`config.mk`:
```
export PLATFORM = sky130hd
export DESIGN_NAME = branch_inst_encoder_flat
export DESIGN_NICKNAME = d
export VERILOG_FILES = /design/src/rtl/branch_inst_encoder_pkg.sv /design/src/rtl/branch_inst_encoder_if.sv /design/src/rtl/branch_inst_encoder_imm_pack.sv /design/src/rtl/branch_inst_encoder.sv /design/src/flat_wrapper.sv
export SDC_FILE = /design/constraint.sdc
export NUM_CORES = 1
export LEC_CHECK = 0
export CORE_ASPECT_RATIO = 1.75
export CORE_UTILIZATION = 51
export DETAILED_ROUTE_END_ITERATION = 8
export PLACE_DENSITY_LB_ADDON = 0.08
export SLEW_MARGIN = 20
export SYNTH_ARGS = -nofsm -noshare
export SYNTH_HDL_FRONTEND = slang
export SYNTH_SLANG_ARGS = --single-unit
```
`constraint.sdc`:
```
create_clock -name clk -period 2.1 [get_ports clk]
set_input_delay 0.63 -clock clk [delete_from_list [all_inputs] [get_ports clk]]
set_output_delay 0.63 -clock clk [all_outputs]
set_load 0.03 [all_outputs]
```
`src/rtl/branch_inst_encoder_pkg.sv`:
```
`default_nettype none
// ============================================================================
// Module : rv_enc_pkg
// Brief  : Shared types and constants for the RV32I branch/jump encoder.
// Rev    : 1.0
// ============================================================================
package rv_enc_pkg;

  typedef enum logic [2:0] {
    ENC_B = 3'b000,
    ENC_J = 3'b001
  } enc_type_e;

  typedef enum logic [1:0] {
    ERR_NONE  = 2'b00,
    ERR_TYPE  = 2'b01,
    ERR_ALIGN = 2'b10,
    ERR_RANGE = 2'b11
  } err_code_e;

  typedef enum logic [1:0] {
    ST_IDLE  = 2'd0,
    ST_RUN   = 2'd1,
    ST_DRAIN = 2'd2,
    ST_DONE  = 2'd3
  } state_e;

  localparam logic [6:0] OPC_BRANCH = 7'b1100011;
  localparam logic [6:0] OPC_JAL    = 7'b1101111;

  localparam int B_MIN_OFF = -4096;
  localparam int B_MAX_OFF = 4094;
  localparam int J_MIN_OFF = -1048576;
  localparam int J_MAX_OFF = 1048574;

  typedef struct packed {
    logic [2:0]  enc_type;
    logic [4:0]  rs1;
    logic [4:0]  rs2;
    logic [4:0]  rd;
    logic [2:0]  funct3;
    logic [31:0] imm;
  } enc_req_t;

endpackage
`default_nettype wire

```
`src/rtl/branch_inst_encoder_if.sv`:
```
`default_nettype none
// ============================================================================
// Module : branch_inst_encoder_if
// Brief  : Request, run-control and instruction-memory write bundle.
// Rev    : 1.0
// ============================================================================
interface branch_inst_encoder_if #(
  parameter int ADDR_W = 8
);
  logic              start;
  logic              finish;
  logic              in_valid;
  logic              in_ready;
  logic [2:0]        in_enc_type;
  logic [4:0]        in_rs1;
  logic [4:0]        in_rs2;
  logic [4:0]        in_rd;
  logic [2:0]        in_funct3;
  logic [31:0]       in_imm;
  logic              imem_we;
  logic [ADDR_W-1:0] imem_addr;
  logic [31:0]       imem_wdata;
  logic              busy;
  logic              done;
  logic              err;
  logic [1:0]        err_code;
  logic [ADDR_W:0]   wr_count;

  modport master (
    output start, finish, in_valid, in_enc_type, in_rs1, in_rs2, in_rd,
           in_funct3, in_imm,
    input  in_ready, imem_we, imem_addr, imem_wdata, busy, done, err,
           err_code, wr_count
  );

  modport slave (
    input  start, finish, in_valid, in_enc_type, in_rs1, in_rs2, in_rd,
           in_funct3, in_imm,
    output in_ready, imem_we, imem_addr, imem_wdata, busy, done, err,
           err_code, wr_count
  );
endinterface
`default_nettype wire

```
`src/rtl/branch_inst_encoder_imm_pack.sv`:
```
`default_nettype none
// ============================================================================
// Module : rv_imm_pack
// Brief  : Combinational legality check and B/J-type bit packing.
// Rev    : 1.0
// ============================================================================
module rv_imm_pack
  import rv_enc_pkg::*;
(
  input  enc_req_t    i_req,
  output logic [31:0] o_word,
  output err_code_e   o_err_code
);

  logic signed [31:0] w_imm_s;
  logic               w_in_range;
  logic               w_type_ok;

  always_comb begin
    w_imm_s    = $signed(i_req.imm);
    w_in_range = 1'b0;
    w_type_ok  = 1'b0;
    o_word     = '0;
    o_err_code = ERR_NONE;

    case (i_req.enc_type)
      ENC_B: begin
        w_type_ok  = 1'b1;
        w_in_range = (w_imm_s >= B_MIN_OFF) && (w_imm_s <= B_MAX_OFF);
        o_word     = {i_req.imm[12], i_req.imm[10:5], i_req.rs2, i_req.rs1,
                      i_req.funct3, i_req.imm[4:1], i_req.imm[11], OPC_BRANCH};
      end
      ENC_J: begin
        w_type_ok  = 1'b1;
        w_in_range = (w_imm_s >= J_MIN_OFF) && (w_imm_s <= J_MAX_OFF);
        o_word     = {i_req.imm[20], i_req.imm[10:1], i_req.imm[11],
                      i_req.imm[19:12], i_req.rd, OPC_JAL};
      end
      default: ;
    endcase

    // Priority: type, then alignment, then range.
    if (!w_type_ok) begin
      o_err_code = ERR_TYPE;
    end else if (i_req.imm[0]) begin
      o_err_code = ERR_ALIGN;
    end else if (!w_in_range) begin
      o_err_code = ERR_RANGE;
    end
  end

endmodule
`default_nettype wire

```
`src/rtl/branch_inst_encoder.sv`:
```
`default_nettype none
// ============================================================================
// Module : branch_inst_encoder
// Brief  : Packs branch/jump requests into RV32I words and streams legal ones
//          into instruction memory through a two-stage pipeline.
// Rev    : 1.0
// ============================================================================
module branch_inst_encoder
  import rv_enc_pkg::*;
#(
  parameter int ADDR_W    = 8,
  parameter int BASE_ADDR = 0
) (
  input  wire logic             clk,
  input  wire logic             rst,
  branch_inst_encoder_if.slave  bus
);

  localparam logic [ADDR_W:0] C_CAP = {1'b1, {ADDR_W{1'b0}}};

  state_e            state_q, state_d;
  logic [ADDR_W:0]   acc_cnt_q, acc_cnt_d;
  logic [ADDR_W-1:0] wr_ptr_q, wr_ptr_d;
  logic              s1_valid_q, s1_valid_d;
  enc_req_t          s1_req_q, s1_req_d;
  logic              imem_we_q, imem_we_d;
  logic [ADDR_W-1:0] imem_addr_q, imem_addr_d;
  logic [31:0]       imem_wdata_q, imem_wdata_d;
  logic              busy_q, busy_d;
  logic              done_q, done_d;
  logic              err_q, err_d;
  err_code_e         err_code_q, err_code_d;
  logic [ADDR_W:0]   wr_count_q, wr_count_d;

  logic              w_in_ready;
  logic              w_accept;
  enc_req_t          w_in_req;
  logic [31:0]       w_word;
  err_code_e         w_pack_err;

  rv_imm_pack u_pack (
    .i_req      (s1_req_q),
    .o_word     (w_word),
    .o_err_code (w_pack_err)
  );

  always_comb begin
    w_in_ready = (state_q == ST_RUN) && (acc_cnt_q < C_CAP);
    w_accept   = bus.in_valid && w_in_ready;
    w_in_req   = '{enc_type: bus.in_enc_type, rs1: bus.in_rs1, rs2: bus.in_rs2,
                   rd: bus.in_rd, funct3: bus.in_funct3, imm: bus.in_imm};

    state_d      = state_q;
    acc_cnt_d    = acc_cnt_q;
    wr_ptr_d     = wr_ptr_q;
    s1_valid_d   = w_accept;
    s1_req_d     = w_accept ? w_in_req : s1_req_q;
    imem_we_d    = 1'b0;
    imem_addr_d  = imem_addr_q;
    imem_wdata_d = imem_wdata_q;
    err_d        = err_q;
    err_code_d   = err_code_q;
    wr_count_d   = wr_count_q;

    if (w_accept) begin
      acc_cnt_d = acc_cnt_q + 1'b1;
    end

    // Second stage: commit the checked word or record the first rejection.
    if (s1_valid_q) begin
      if (w_pack_err == ERR_NONE) begin
        imem_we_d    = 1'b1;
        imem_addr_d  = wr_ptr_q;
        imem_wdata_d = w_word;
        wr_ptr_d     = wr_ptr_q + 1'b1;
        wr_count_d   = wr_count_q + 1'b1;
      end else begin
        err_d = 1'b1;
        if (!err_q) begin
          err_code_d = w_pack_err;
        end
      end
    end

    case (state_q)
      ST_IDLE: begin
        if (bus.start) begin
          state_d    = ST_RUN;
          wr_ptr_d   = ADDR_W'(BASE_ADDR);
          acc_cnt_d  = '0;
          err_d      = 1'b0;
          err_code_d = ERR_NONE;
          wr_count_d = '0;
        end
      end
      ST_RUN: begin
        if (bus.finish || (acc_cnt_d == C_CAP)) begin
          state_d = ST_DRAIN;
        end
      end
      ST_DRAIN: begin
        if (!s1_valid_q) begin
          state_d = ST_DONE;
        end
      end
      ST_DONE:  state_d = ST_IDLE;
      default:  state_d = ST_IDLE;
    endcase

    busy_d = (state_d != ST_IDLE);
    done_d = (state_d == ST_DONE);
  end

  always_ff @(posedge clk) begin
    if (rst) begin
      state_q      <= ST_IDLE;
      acc_cnt_q    <= '0;
      wr_ptr_q     <= '0;
      s1_valid_q   <= 1'b0;
      s1_req_q     <= '0;
      imem_we_q    <= 1'b0;
      imem_addr_q  <= '0;
      imem_wdata_q <= '0;
      busy_q       <= 1'b0;
      done_q       <= 1'b0;
      err_q        <= 1'b0;
      err_code_q   <= ERR_NONE;
      wr_count_q   <= '0;
    end else begin
      state_q      <= state_d;
      acc_cnt_q    <= acc_cnt_d;
      wr_ptr_q     <= wr_ptr_d;
      s1_valid_q   <= s1_valid_d;
      s1_req_q     <= s1_req_d;
      imem_we_q    <= imem_we_d;
      imem_addr_q  <= imem_addr_d;
      imem_wdata_q <= imem_wdata_d;
      busy_q       <= busy_d;
      done_q       <= done_d;
      err_q        <= err_d;
      err_code_q   <= err_code_d;
      wr_count_q   <= wr_count_d;
    end
  end

  assign bus.in_ready   = w_in_ready;
  assign bus.imem_we    = imem_we_q;
  assign bus.imem_addr  = imem_addr_q;
  assign bus.imem_wdata = imem_wdata_q;
  assign bus.busy       = busy_q;
  assign bus.done       = done_q;
  assign bus.err        = err_q;
  assign bus.err_code   = err_code_q;
  assign bus.wr_count   = wr_count_q;

endmodule
`default_nettype wire

```
`src/flat_wrapper.sv`:
```
// flat-port wrapper written by rule: the top's interface ports become plain ports
module branch_inst_encoder_flat import rv_enc_pkg::*;
#(
  parameter int ADDR_W    = 8,
  parameter int BASE_ADDR = 0
)
  (clk, rst, bus_start, bus_finish, bus_in_valid, bus_in_enc_type, bus_in_rs1, bus_in_rs2, bus_in_rd, bus_in_funct3, bus_in_imm, bus_in_ready, bus_imem_we, bus_imem_addr, bus_imem_wdata, bus_busy, bus_done, bus_err, bus_err_code, bus_wr_count);
  branch_inst_encoder_if #(.ADDR_W(ADDR_W)) bus_i ();
  input  wire logic clk;
  input  wire logic rst;
  input wire logic [$bits(bus_i.start)-1:0] bus_start;
  input wire logic [$bits(bus_i.finish)-1:0] bus_finish;
  input wire logic [$bits(bus_i.in_valid)-1:0] bus_in_valid;
  input wire logic [$bits(bus_i.in_enc_type)-1:0] bus_in_enc_type;
  input wire logic [$bits(bus_i.in_rs1)-1:0] bus_in_rs1;
  input wire logic [$bits(bus_i.in_rs2)-1:0] bus_in_rs2;
  input wire logic [$bits(bus_i.in_rd)-1:0] bus_in_rd;
  input wire logic [$bits(bus_i.in_funct3)-1:0] bus_in_funct3;
  input wire logic [$bits(bus_i.in_imm)-1:0] bus_in_imm;
  output wire logic [$bits(bus_i.in_ready)-1:0] bus_in_ready;
  output wire logic [$bits(bus_i.imem_we)-1:0] bus_imem_we;
  output wire logic [$bits(bus_i.imem_addr)-1:0] bus_imem_addr;
  output wire logic [$bits(bus_i.imem_wdata)-1:0] bus_imem_wdata;
  output wire logic [$bits(bus_i.busy)-1:0] bus_busy;
  output wire logic [$bits(bus_i.done)-1:0] bus_done;
  output wire logic [$bits(bus_i.err)-1:0] bus_err;
  output wire logic [$bits(bus_i.err_code)-1:0] bus_err_code;
  output wire logic [$bits(bus_i.wr_count)-1:0] bus_wr_count;
  assign bus_i.start = bus_start;
  assign bus_i.finish = bus_finish;
  assign bus_i.in_valid = bus_in_valid;
  assign bus_i.in_enc_type = bus_in_enc_type;
  assign bus_i.in_rs1 = bus_in_rs1;
  assign bus_i.in_rs2 = bus_in_rs2;
  assign bus_i.in_rd = bus_in_rd;
  assign bus_i.in_funct3 = bus_in_funct3;
  assign bus_i.in_imm = bus_in_imm;
  assign bus_in_ready = bus_i.in_ready;
  assign bus_imem_we = bus_i.imem_we;
  assign bus_imem_addr = bus_i.imem_addr;
  assign bus_imem_wdata = bus_i.imem_wdata;
  assign bus_busy = bus_i.busy;
  assign bus_done = bus_i.done;
  assign bus_err = bus_i.err;
  assign bus_err_code = bus_i.err_code;
  assign bus_wr_count = bus_i.wr_count;
  branch_inst_encoder #(.ADDR_W(ADDR_W), .BASE_ADDR(BASE_ADDR)) u_core (.clk(clk), .rst(rst), .bus(bus_i));
endmodule
```
Word-level counts from Yosys, hierarchy flattened
Index checks and enable logic that the tools add are counted.
Widths: inputs -> output; s select.
{ "totals": {"regBits": 128, "latchBits": 0, "mem_bits_rw": 0, "mem_bits_ro": 0, "input_bits": 58, "output_inout_bits": 56, "elab_cells": 76, "mem_count": 0} }
{ "classes": {"addsub": 3, "n_mul": 0, "div_mod_pow": 0, "order_cmp": 5, "eq_ne": 6, "shifts": 0, "mux": 31, "bitwise_logic": 1, "reduce_logical": 12} }
{ "op_table": {"columns": ["op", "count"], "rows": [
  ["$pmux 32 s2", 1],
  ["$mux 9", 7],
  ["$ge 32x13->1 const B", 1],
  ["$ge 32x21->1 const B", 1],
  ["$le 32x13->1 const B", 1],
  ["$le 32x21->1 const B", 1],
  ["$mux 8", 4],
  ["$mux 2", 11],
  ["$add 9x1->9 const B", 2],
  ["$eq 9x9->1 const B", 1],
  ["$lt 9x9->1 const B", 1],
  ["$add 8x1->8 const B", 1],
  ["$pmux 2 s4", 1],
  ["$eq 2x2->1 const B", 3],
  ["$mux 1", 6],
  ["$logic_and 1x1->1", 4],
  ["$logic_not 2->1", 2],
  ["$reduce_or 2->1", 2],
  ["$eq 3x1->1 const B", 1],
  ["$logic_not 3->1", 1],
  ["$eq 2x1->1 const B", 1],
  ["$pmux 1 s2", 1],
  ["$reduce_and 2->1", 1],
  ["$reduce_bool 2->1", 1],
  ["other kinds (2)", 2]
]} }

Logic depth before layout (Yosys ltp)
Gate-level depths: netlist of the first run.
{ "depth": {"ltp_word": 11, "mapped_depth": 8, "ltp_nobuf": 6} }

By module
A second synthesis of the first run with hierarchy kept.
{ "hier_totals": {"hier_cells": 669, "hier_area_um2": 5270.1} }
{ "by_module_without_submodules": {"columns": ["module", "instances", "cells_per_inst", "area_each_um2", "seq_area_each_um2"], "rows": [
  ["branch_inst_encoder", 1, 584, 4715.8, 2562.5],
  ["rv_imm_pack", 1, 85, 554.3, 0.0]
]} }

Worst setup path before layout of the first run
Ideal clock, no wire load.
{ "synth_path": {"path_kind": "flip-flop to output port", "from": "register u_core.state_q[0]", "to": "output bus_in_ready", "arrival_time_ns": 1.273, "required_ns": 1.470, "setup_slack_ns": 0.197, "stages_incl_launch_ff": 3, "path_buffers": 1, "cell_sequence": "dfxtp_1 > clkbuf_1 > nor3b_1"} }
{ "synth_via": {"elab_chain_cells": 2} }
{ "synth_rtl": {"columns": ["item", "line", "text"], "rows": [
  ["start: declaration", "branch_inst_encoder.sv:21", "state_e state_q, state_d;"],
  ["start signal: assignment", "branch_inst_encoder.sv:130", "state_q <= state_d;"],
  ["$eq 2x1->1", "branch_inst_encoder.sv:48", "w_in_ready = (state_q == ST_RUN) && (acc_cnt_q < C_CAP);"],
  ["$logic_and 1x1->1", "branch_inst_encoder.sv:48", null],
  ["end: declaration", "flat_wrapper.sv:20", "output wire logic [$bits(bus_i.in_ready)-1:0] bus_in_ready;"]
]} }
No other way between the ends.

Final worst setup path of the first run
{ "layout_path": {"from": "register u_core.s1_req_q[16] (netlist name)", "to": "register u_core.wr_ptr_q[7]"} }
{ "layout_via": {"elab_chain_cells": 11, "elab_cells_between_ends": 15, "classes_between": "order compare: 4; mux: 8; reduce/logical: 3"} }
{ "layout_rtl": {"columns": ["item", "line", "text"], "rows": [
  ["start: declaration", "branch_inst_encoder.sv:25", "enc_req_t s1_req_q, s1_req_d;"],
  ["start signal: assignment", "branch_inst_encoder.sv:134", "s1_req_q <= s1_req_d;"],
  ["$ge 32x21->1 (tied with other cells)", "branch_inst_encoder_imm_pack.sv:35", "w_in_range = (w_imm_s >= J_MIN_OFF) && (w_imm_s <= J_MAX_OFF);"],
  ["$logic_and 1x1->1 (on tied branches)", "branch_inst_encoder_imm_pack.sv:35, branch_inst_encoder_imm_pack.sv:29", null],
  ["$pmux 1 s2 *", "branch_inst_encoder_imm_pack.sv:26", "case (i_req.enc_type)"],
  ["$mux 2 *", "branch_inst_encoder_imm_pack.sv:47", "end else if (!w_in_range) begin"],
  ["$mux 2 *", "branch_inst_encoder_imm_pack.sv:45", "end else if (i_req.imm[0]) begin"],
  ["$mux 2 *", "branch_inst_encoder_imm_pack.sv:43", "if (!w_type_ok) begin"],
  ["$logic_not 2->1 *", "branch_inst_encoder.sv:71", "if (w_pack_err == ERR_NONE) begin"],
  ["$mux 8 *", "branch_inst_encoder.sv:71", null],
  ["$mux 8 *", "branch_inst_encoder.sv:70", "if (s1_valid_q) begin"],
  ["$mux 8", "branch_inst_encoder.sv:87", "if (bus.start) begin"],
  ["$mux 8 *", "branch_inst_encoder.sv:85", "case (state_q)"],
  ["end signal: assignment", "branch_inst_encoder.sv:132", "wr_ptr_q <= wr_ptr_d;"],
  ["end: declaration", "branch_inst_encoder.sv:23", "logic [ADDR_W-1:0] wr_ptr_q, wr_ptr_d;"]
]} }
Mark *: on every way between the ends. The rest lies on a longest branch, timed or not.
A chain may end at the register's enable or synchronous reset.

==> report_table.html, run 1 <==
<table>
<tr><th>Metric</th><th>Value</th></tr>
<tr><th colspan="2">Yosys</th></tr>
<tr><td>Instance count of the mapped netlist</td><td>approximately 650</td></tr>
<tr><td>Async S/R FF share, synth</td><td>0</td></tr>
<tr><td>Synthesized Nets</td><td>714</td></tr>
<tr><td>Count of cell types in the netlist</td><td>48</td></tr>
<tr><td>Most common flop cell mapped by yosys</td><td>dfxtp_1</td></tr>
<tr><td>Largest area contributor in the synthesized netlist</td><td>dfxtp_1</td></tr>
<tr><td>Mapped Avg Cell Area</td><td>8.11 sq um</td></tr>
<tr><td>Share of Yosys cell area claimed by the top area cell type</td><td>0.465</td></tr>
<tr><td>Number of register bits inferred by synthesis</td><td>123</td></tr>
<tr><td>Post-synth EDFFs</td><td>0</td></tr>
<tr><td>Summed instance area of the synthesized netlist</td><td>0.00530 sq mm</td></tr>
<tr><td>Warning count from the yosys run</td><td>0</td></tr>
<tr><td>Sequential share of the synthesized area</td><td>0.465</td></tr>
<tr><td>Cells taking the most area after synthesis</td><td>dfxtp_1 (46%), nand2_1 (10%), a21oi_1 (8.3%)</td></tr>
<tr><th colspan="2">Layout</th></tr>
<tr><td>Number of diodes added for antenna fixing</td><td>0</td></tr>
<tr><td>Final std cells w/o fill</td><td>893</td></tr>
<tr><td>Share of layout cells above drive strength 1</td><td>0.141</td></tr>
<tr><td>Top library cells by usage in the layout, fill and taps aside</td><td>nand2_1 (143), dfxtp_1 (118), clkdlybuf4s50_1 (86), a21oi_1 (83), buf_4 (30)</td></tr>
<tr><td>End-of-flow core utilization</td><td>0.738</td></tr>
<tr><td>Layout Nets</td><td>slightly above 800</td></tr>
<tr><td>Layout overhead on the synthesized area</td><td>38.9%</td></tr>
<tr><td>Commonest non-fill, non-tap cell in the layout</td><td>nand2_1</td></tr>
<tr><th colspan="2">Clocking</th></tr>
<tr><td>Number of buffers on the longest clock path</td><td>2</td></tr>
<tr><td>Root buffer cell</td><td>clkbuf_16</td></tr>
<tr><td>Number of buffers created by CTS</td><td>17</td></tr>
<tr><td>CTS tree</td><td>done</td></tr>
<tr><td>Clock Pin Slew Worst Setup and Hold Paths</td><td>0.05 ns</td></tr>
<tr><td>Number of sinks handled by clock tree synthesis</td><td>roughly 120</td></tr>
<tr><td>H-Tree Depth</td><td>4</td></tr>
<tr><td>Clock latency reported for the late side of the worst-skew pair</td><td>0.41 ns</td></tr>
<tr><th colspan="2">Critical path</th></tr>
<tr><td>Highest fanout seen on the critical path</td><td>14</td></tr>
<tr><td>Data arrival time of the worst path</td><td>2.44 ns</td></tr>
<tr><td>Worst EP required</td><td>around 2.4 ns</td></tr>
<tr><td>Path type of the worst setup path</td><td>reg2reg</td></tr>
<tr><td>Critical path startpoint category</td><td>flip-flop</td></tr>
<tr><td>Critical register-to-register path startpoint</td><td>u_core.s1_req_q[16]</td></tr>
<tr><td>Type of destination of the critical path</td><td>flip-flop</td></tr>
<tr><td>Source of the critical timing path</td><td>u_core.s1_req_q[16]</td></tr>
<tr><th colspan="2">Floorplanning</th></tr>
<tr><td>Starting density of the core</td><td>0.532</td></tr>
<tr><td>Number of rows in the core area</td><td>48</td></tr>
<tr><td>Area enclosed by the die boundary</td><td>~0.011 sq mm</td></tr>
<tr><td>I/O pin count</td><td>around 110</td></tr>
<tr><td>Die width</td><td>79.1 um</td></tr>
<tr><td>Die Y-Extent</td><td>137 um</td></tr>
<tr><td>CORE AREA</td><td>about 0.01 sq mm</td></tr>
<tr><th colspan="2">Worst hold path</th></tr>
<tr><td>Worst min path class</td><td>reg2reg</td></tr>
<tr><td>Beginning of the worst hold path</td><td>u_core.s1_req_q[34]</td></tr>
<tr><th colspan="2">Timing</th></tr>
<tr><td>Unrepaired setup endpoints after global routing</td><td>true</td></tr>
<tr><td>Number of failing setup endpoints in the final timing report</td><td>1</td></tr>
<tr><td>Final period demand of the worst path</td><td>2.10 ns</td></tr>
<tr><td>Tightest slew margin relative to the limit</td><td>0.622</td></tr>
<tr><td>Crit path setup slack, layout</td><td>-0.00256 ns</td></tr>
<tr><td>Setup skew after layout</td><td>about 0.010 ns</td></tr>
<tr><td>Ratio of final minimum period to clock period</td><td>1.00</td></tr>
<tr><td>Pins over their slew limit</td><td>0</td></tr>
<tr><td>Maximum achievable frequency</td><td>476 MHz</td></tr>
<tr><td>Hold Worst Slack</td><td>0.453 ns</td></tr>
<tr><td>Pin slew with the least headroom to its limit</td><td>0.567 ns</td></tr>
<tr><td>Total count of hold-check failures in the final report</td><td>0</td></tr>
<tr><th colspan="2">Pwr</th></tr>
<tr><td>Peak supply drop</td><td>~0.83 mV</td></tr>
<tr><td>Power density cells</td><td>827 mW/mm^2</td></tr>
<tr><td>Leakage power</td><td>2.79 nW</td></tr>
<tr><td>Post-route total power</td><td>between 6 and 7 mW</td></tr>
<tr><th colspan="2">Route</th></tr>
<tr><td>Total Wirelength</td><td>approximately 15000 um</td></tr>
<tr><td>Total via count after detailed routing</td><td>5193</td></tr>
<tr><td>Post-detailed-route count of antenna-violating nets</td><td>0</td></tr>
<tr><td>Number of remaining DRC errors</td><td>0</td></tr>
<tr><td>First DRT Iteration DRCs</td><td>253</td></tr>
<tr><td>Avg WL per Cell</td><td>16.6 um</td></tr>
<tr><td>Via/cell ratio</td><td>5.82</td></tr>
<tr><td>Total iterations of the first detailed-routing run</td><td>4</td></tr>
<tr><th colspan="2">Global route</th></tr>
<tr><td>Total routing resource utilization after global routing</td><td>0.278</td></tr>
<tr><td>Maximum number of pins on one net before global-route repair</td><td>68</td></tr>
<tr><td>GR met1 Demand/Resource</td><td>0.299</td></tr>
<tr><td>Most heavily used metal layer in global routing</td><td>met2</td></tr>
<tr><td>Routing usage on met2</td><td>0.509</td></tr>
<tr><td>Total congestion overflow after global routing</td><td>0</td></tr>
<tr><td>Antenna violations before repair</td><td>0</td></tr>
<tr><td>M3 GR Usage</td><td>0.0680</td></tr>
<tr><td>Wire length of the first global-routing pass</td><td>23300 um</td></tr>
<tr><td>Via count of the first global-routing pass</td><td>roughly 5000</td></tr>
<tr><th colspan="2">Status</th></tr>
<tr><td>Violated checks</td><td>setup timing</td></tr>
<tr><td>Result of the run</td><td>finished with violations</td></tr>
<tr><th colspan="2">Placed design</th></tr>
<tr><td>Count of port buffers added during placement</td><td>112</td></tr>
<tr><td>Routability-driven placement congestion ratio</td><td>0.832</td></tr>
<tr><td>Post-detail-place hpwl</td><td>9910 um</td></tr>
<tr><td>Number of placed cells counting well taps</td><td>865</td></tr>
<tr><td>Worst slack at placement</td><td>-0.323 ns</td></tr>
<tr><th colspan="2">Run</th></tr>
<tr><td>Max Cap Viol</td><td>0</td></tr>
</table>
power by group:
group,leakage (nW),switching (mW),internal [mW]
Sequential,0.997,0.0569,2.40
Combinational,1.53,0.544,0.401
Clock,0.269,0.949,1.74
Total,2.79,1.55,4.54
timing repair:
action	CTS	global route
pin swaps	0	7
gates cloned	0	1
endpoints found under the setup margin	25	34
buffers inserted	0	1
hold buffers	0	0
gates resized for setup	18	31
critical path, stage by stage (launching register included):
cell,delay (ns)
dfxtp_2,0.35
buf_4,0.12
nand4_1,0.15
or3_4,0.44
o211a_4,0.17
buf_12,0.15
or4_1,0.49
a21oi_1,0.15
cells in the mapped netlist, types with 2 or more instances:
master	number
nand2_1	143
dfxtp_1	123
a21oi_1	88
clkbuf_1	39
nand4_1	29
o31ai_1	27
nand3_1	26
o21ai_0	24
nor2_1	20
mux2_2	17
buf_2	9
nor3_1	9
or4_1	9
and3_1	7
a31oi_1	6
nor4_1	6
buf_1	5
buf_4	5
inv_1	5
nand2b_1	5
mux2i_1	4
xnor2_1	4
xor2_1	4
a211oi_1	3
ha_1	3
nand3b_1	3
nand4b_1	3
o211ai_1	3
or3_1	3
nor2b_1	2
o41ai_1	2
final cells by class:
class,instances,area (sq um)
sequential,123,2470
timing repair buffer,148,1490
fill,777,2610
tap,125,156
clock buffer,23,498
inverter,5,18.8
clock inverter,3,40.0
multi-input combinational,466,2690
stage by stage:
| step | area [sq um] | TNS [ns] |
|---|---|---|
| after CTS | 7220 | 0 |
| final | 7360 | -0.00256 |
| after detailed placement | 6670 | -12.22 |
| after floorplan | 5300 | 0 |
| after global placement | 6670 | -8.29 |
| after global routing | 7360 | -0.209 |
per-layer routing:
layer | up-vias | wire length (um)
met5 | - | 0
met4 | 0 | 388
met3 | 37 | 683
met2 | 173 | 8090
met1 | 2449 | 5630
li1 | 2534 | -
state kept, by name, indices dropped and copies added, names as in the netlist:
name,flops
u_core.s1_req_q,53
u_core.bus.imem_wdata,27
u_core.acc_cnt_q,9
u_core.bus.wr_count,9
u_core.bus.imem_addr,8
u_core.wr_ptr_q,8
u_core.bus.err_code,2
u_core.state_q,2
u_core.bus.busy,1
u_core.bus.done,1
u_core.bus.err,1
u_core.bus.imem_we,1
u_core.s1_valid_q,1
worst paths after layout:
path                    endpoint  slack [ns]  cells after the start
max reg2reg   u_core.wr_ptr_q[7]      -0.003                      7
min reg2reg  u_core.s1_req_q[34]        0.45                      2
min          u_core.s1_req_q[34]        0.45                      2
max           u_core.wr_ptr_q[7]      -0.003                      7
kinds of logic (layout without fill, tap and decap cells):
kind of cell	after synthesis	in the layout	synth area share
simple gates	271	271	0.242
compound gates	162	162	0.176
flops	123	123	0.465
buf+inv	64	179	0.0524
mux	21	21	0.0437
xor+xnor	8	8	0.0132
fa+ha+maj	3	3	0.00708
other cells	1	1	0.000708
Note: power is estimated with default switching activity, not from simulation.
==> run 2: changes to the inputs <==
--- a/config.mk
+++ b/config.mk
@@ -5,6 +5,7 @@
 export SDC_FILE = /design/constraint.sdc
 export NUM_CORES = 1
 export LEC_CHECK = 0
+export ABC_CLOCK_PERIOD_IN_PS = 2100
 export CORE_ASPECT_RATIO = 1.75
 export CORE_UTILIZATION = 51
 export DETAILED_ROUTE_END_ITERATION = 8
==> results of run 2 <==
Same layout as run 1: the final DEF is identical, and so are final timing and power.
==> run 3: changes to the inputs <==
--- a/config.mk
+++ b/config.mk
@@ -10,6 +10,7 @@
 export CORE_UTILIZATION = 51
 export DETAILED_ROUTE_END_ITERATION = 8
 export PLACE_DENSITY_LB_ADDON = 0.08
+export RECOVER_POWER = 25
 export SLEW_MARGIN = 20
 export SYNTH_ARGS = -nofsm -noshare
 export SYNTH_HDL_FRONTEND = slang
==> report_table.html, run 3 (same netlist as run 1, synthesis figures left out) <==
<table>
<tr><th>Metric</th><th>Value</th></tr>
<tr><th colspan="2">Status</th></tr>
<tr><td>Result of the run</td><td>finished with violations (unchanged)</td></tr>
<tr><td>Violated checks</td><td>setup timing (unchanged)</td></tr>
<tr><th colspan="2">Critical path</th></tr>
<tr><td>Cell Chain, Critical Path</td><td>buf_4 &gt; nand4_1 &gt; or3_4 &gt; o211a_4 &gt; buf_12 &gt; or4_1 &gt; a21oi_1 (unchanged)</td></tr>
<tr><td>Buffers plus inverters on the worst setup path</td><td>2 (unchanged)</td></tr>
<tr><td>Data arrival time of the worst path</td><td>2.44 ns (about the same)</td></tr>
<tr><td>Highest fanout seen on the critical path</td><td>14 (unchanged)</td></tr>
<tr><td>Type of destination of the critical path</td><td>flip-flop (unchanged)</td></tr>
<tr><td>Path type of the worst setup path</td><td>reg2reg (unchanged)</td></tr>
<tr><td>Worst EP required</td><td>2.44 ns (about the same)</td></tr>
<tr><td>Critical path startpoint category</td><td>flip-flop (unchanged)</td></tr>
<tr><td>Critical Path Slowest Stage Cell</td><td>or4_1 (unchanged)</td></tr>
<tr><td>CP max stage delay</td><td>0.49 ns (about the same)</td></tr>
<tr><td>Crit-path leading delay family</td><td>simple AND/OR/NAND/NOR gates (unchanged)</td></tr>
<tr><th colspan="2">Route</th></tr>
<tr><td>First DRT Iteration DRCs</td><td>219 (was 253)</td></tr>
<tr><td>Avg WL per Cell</td><td>16.5 um (was 16.6 um)</td></tr>
<tr><td>Total via count after detailed routing</td><td>5239 (was 5193)</td></tr>
<tr><td>Post-detailed-route count of antenna-violating nets</td><td>0 (unchanged)</td></tr>
<tr><td>Total Wirelength</td><td>14800 um (about the same)</td></tr>
<tr><td>Number of remaining DRC errors</td><td>0 (unchanged)</td></tr>
<tr><td>Via/cell ratio</td><td>5.87 (was 5.82)</td></tr>
<tr><td>Total iterations of the first detailed-routing run</td><td>5 (was 4)</td></tr>
<tr><th colspan="2">Layout</th></tr>
<tr><td>Multi-input gate area</td><td>0.00269 sq mm (unchanged)</td></tr>
<tr><td>Final std cells w/o fill</td><td>893 (unchanged)</td></tr>
<tr><td>Fill cell total of the finished layout</td><td>801 (was 777)</td></tr>
<tr><td>Register ranked first by flip-flop count</td><td>u_core.s1_req_q (unchanged)</td></tr>
<tr><td>Number of diodes added for antenna fixing</td><td>0 (unchanged)</td></tr>
<tr><td>Register area</td><td>0.00247 sq mm (unchanged)</td></tr>
<tr><td>Layout overhead on the synthesized area</td><td>37.0% (was 38.9%)</td></tr>
<tr><td>Commonest non-fill, non-tap cell in the layout</td><td>nand2_1 (unchanged)</td></tr>
<tr><td>End-of-flow core utilization</td><td>0.728 (was 0.738)</td></tr>
<tr><td>Top library cells by usage in the layout, fill and taps aside</td><td>nand2_1 (143), dfxtp_1 (118), clkdlybuf4s50_1 (86), a21oi_1 (83), nand4_1 (29) (was nand2_1 (143), dfxtp_1 (118), clkdlybuf4s50_1 (86), a21oi_1 (83), buf_4 (30))</td></tr>
<tr><td>Share of layout cells above drive strength 1</td><td>0.138 (was 0.141)</td></tr>
<tr><td>Layout Nets</td><td>822 (unchanged)</td></tr>
<tr><td>Number of flip-flops in the largest register</td><td>53 (unchanged)</td></tr>
<tr><th colspan="2">Pwr</th></tr>
<tr><td>Peak supply drop</td><td>0.836 mV (was 0.832 mV)</td></tr>
<tr><td>Power density cells</td><td>839 mW/mm^2 (was 827 mW/mm^2)</td></tr>
<tr><td>Post-route total power</td><td>6.09 mW (about the same)</td></tr>
<tr><td>Leakage power</td><td>2.56 nW (was 2.79 nW)</td></tr>
<tr><th colspan="2">Timing</th></tr>
<tr><td>Final period demand of the worst path</td><td>2.10 ns (about the same)</td></tr>
<tr><td>Number of failing setup endpoints in the final timing report</td><td>1 (unchanged)</td></tr>
<tr><td>Unrepaired setup endpoints after global routing</td><td>true (unchanged)</td></tr>
<tr><td>Total count of hold-check failures in the final report</td><td>0 (unchanged)</td></tr>
<tr><td>Pins over their slew limit</td><td>0 (unchanged)</td></tr>
<tr><td>Setup skew after layout</td><td>0.00931 ns (was 0.0101 ns)</td></tr>
<tr><td>Maximum achievable frequency</td><td>476 MHz (about the same)</td></tr>
<tr><td>Tightest slew margin relative to the limit</td><td>0.599 (was 0.622)</td></tr>
<tr><td>Sum of negative setup slack</td><td>-0.000224 ns (was -0.00256 ns)</td></tr>
<tr><td>Hold Worst Slack</td><td>0.452 ns (was 0.453 ns)</td></tr>
<tr><td>Ratio of final minimum period to clock period</td><td>1.00 (about the same)</td></tr>
<tr><td>Pin slew with the least headroom to its limit</td><td>0.601 ns (was 0.567 ns)</td></tr>
<tr><td>Crit path setup slack, layout</td><td>-0.000224 ns (was -0.00256 ns)</td></tr>
<tr><th colspan="2">Run</th></tr>
<tr><td>Max Cap Viol</td><td>0 (unchanged)</td></tr>
<tr><th colspan="2">Clocking</th></tr>
<tr><td>Clock Pin Slew Worst Setup and Hold Paths</td><td>0.05 ns (about the same)</td></tr>
<tr><td>Clock latency reported for the late side of the worst-skew pair</td><td>0.41 ns (about the same)</td></tr>
<tr><td>H-Tree Depth</td><td>4 (unchanged)</td></tr>
<tr><td>Number of sinks handled by clock tree synthesis</td><td>123 (unchanged)</td></tr>
<tr><td>CTS tree</td><td>done (unchanged)</td></tr>
<tr><td>Root buffer cell</td><td>clkbuf_16 (unchanged)</td></tr>
<tr><td>Number of buffers on the longest clock path</td><td>2 (unchanged)</td></tr>
<tr><td>Number of buffers created by CTS</td><td>17 (unchanged)</td></tr>
<tr><th colspan="2">Floorplanning</th></tr>
<tr><td>Number of rows in the core area</td><td>48 (unchanged)</td></tr>
<tr><td>Starting density of the core</td><td>0.532 (unchanged)</td></tr>
<tr><td>Die Y-Extent</td><td>137 um (unchanged)</td></tr>
<tr><td>I/O pin count</td><td>114 (unchanged)</td></tr>
<tr><td>Die width</td><td>79.1 um (unchanged)</td></tr>
<tr><td>Area enclosed by the die boundary</td><td>0.0108 sq mm (unchanged)</td></tr>
<tr><td>CORE AREA</td><td>0.00997 sq mm (unchanged)</td></tr>
<tr><th colspan="2">Global route</th></tr>
<tr><td>Total routing resource utilization after global routing</td><td>0.278 (unchanged)</td></tr>
<tr><td>Maximum number of pins on one net before global-route repair</td><td>68 (unchanged)</td></tr>
<tr><td>Antenna violations before repair</td><td>0 (unchanged)</td></tr>
<tr><td>Via count of the first global-routing pass</td><td>4882 (unchanged)</td></tr>
<tr><td>Wire length of the first global-routing pass</td><td>23300 um (unchanged)</td></tr>
<tr><td>Total congestion overflow after global routing</td><td>0 (unchanged)</td></tr>
<tr><th colspan="2">Worst hold path</th></tr>
<tr><td>Worst min path class</td><td>reg2reg (unchanged)</td></tr>
<tr><th colspan="2">Placed design</th></tr>
<tr><td>Number of placed cells counting well taps</td><td>865 (unchanged)</td></tr>
<tr><td>Count of port buffers added during placement</td><td>112 (unchanged)</td></tr>
<tr><td>Routability-driven placement congestion ratio</td><td>0.832 (unchanged)</td></tr>
<tr><td>Post-detail-place hpwl</td><td>9910 um (unchanged)</td></tr>
</table>
## run 3: cell types whose count changed in the layout (fill, tap and decap cells not counted)
cell / previous run / this run
buf_4: 30 / 26
dlymetal6s2s_1: 11 / 0
clkbuf_4: 0 / 2
clkbuf_1: 1 / 14
and2_1: 1 / 0
and2_0: 0 / 1
## run 3: worst reg2reg max path: cells and delay by family (launching register included)
family | cells | cell delay, ns
buffers and inverters | 2 | 0.27
and+or+nand+nor | 3 | 1.08
AOI/OAI and AO/OA | 2 | 0.32
DFF | 1 | 0.35
## run 3: cell type report
type	count	share of cell area
repair buffers	148	0.191
clock buffers	23	0.0686
multi-input cells	466	0.371
well taps	125	0.0215
flip-flops and latches	123	0.340
inverters	5	0.00259
clock inverters	3	0.00552
## run 3: layer usage
layer	vias up	share of wire	wire [um]	track usage
met5	-	0	0	0
met4	0	0.029	425	0.114
met3	42	0.052	769	0.0680
met2	191	0.54	8010	0.509
met1	2476	0.38	5570	0.299
li1	2530	-	-	-
## run 3: path summary, 6_finish.rpt
kind                        from                  end  slack (ns)  cells after the start
max reg2reg  u_core.s1_req_q[16]   u_core.wr_ptr_q[7]     -0.0002                      7
min reg2reg  u_core.s1_req_q[33]  u_core.s1_req_q[33]        0.45                      2
max          u_core.s1_req_q[16]   u_core.wr_ptr_q[7]     -0.0002                      7
min          u_core.s1_req_q[33]  u_core.s1_req_q[33]        0.45                      2
## run 3: power breakdown
group,total (mW),internal (mW),switching [mW],leakage [nW]
sequential,2.46,2.40,0.0567,0.997
clock,2.69,1.74,0.952,0.269
combinational,0.943,0.397,0.547,1.29
total,6.09,4.53,1.56,2.56
## run 3: stage by stage
stage	area, sq um	worst slack [ns]
floorplan	5300	0.197
global placement	6670	-0.235
detailed placement	6670	-0.323
CTS	7220	0.000951
global route	7260	-0.0415
finish	7260	-0.000224
## run 3: repair_timing
action	in CTS	in global routing
setup buffers	0	1
pin swaps	0	7
endpoints found under the setup margin	25	34
gates resized for setup	18	31
hold buffers	0	0
gates cloned	0	1
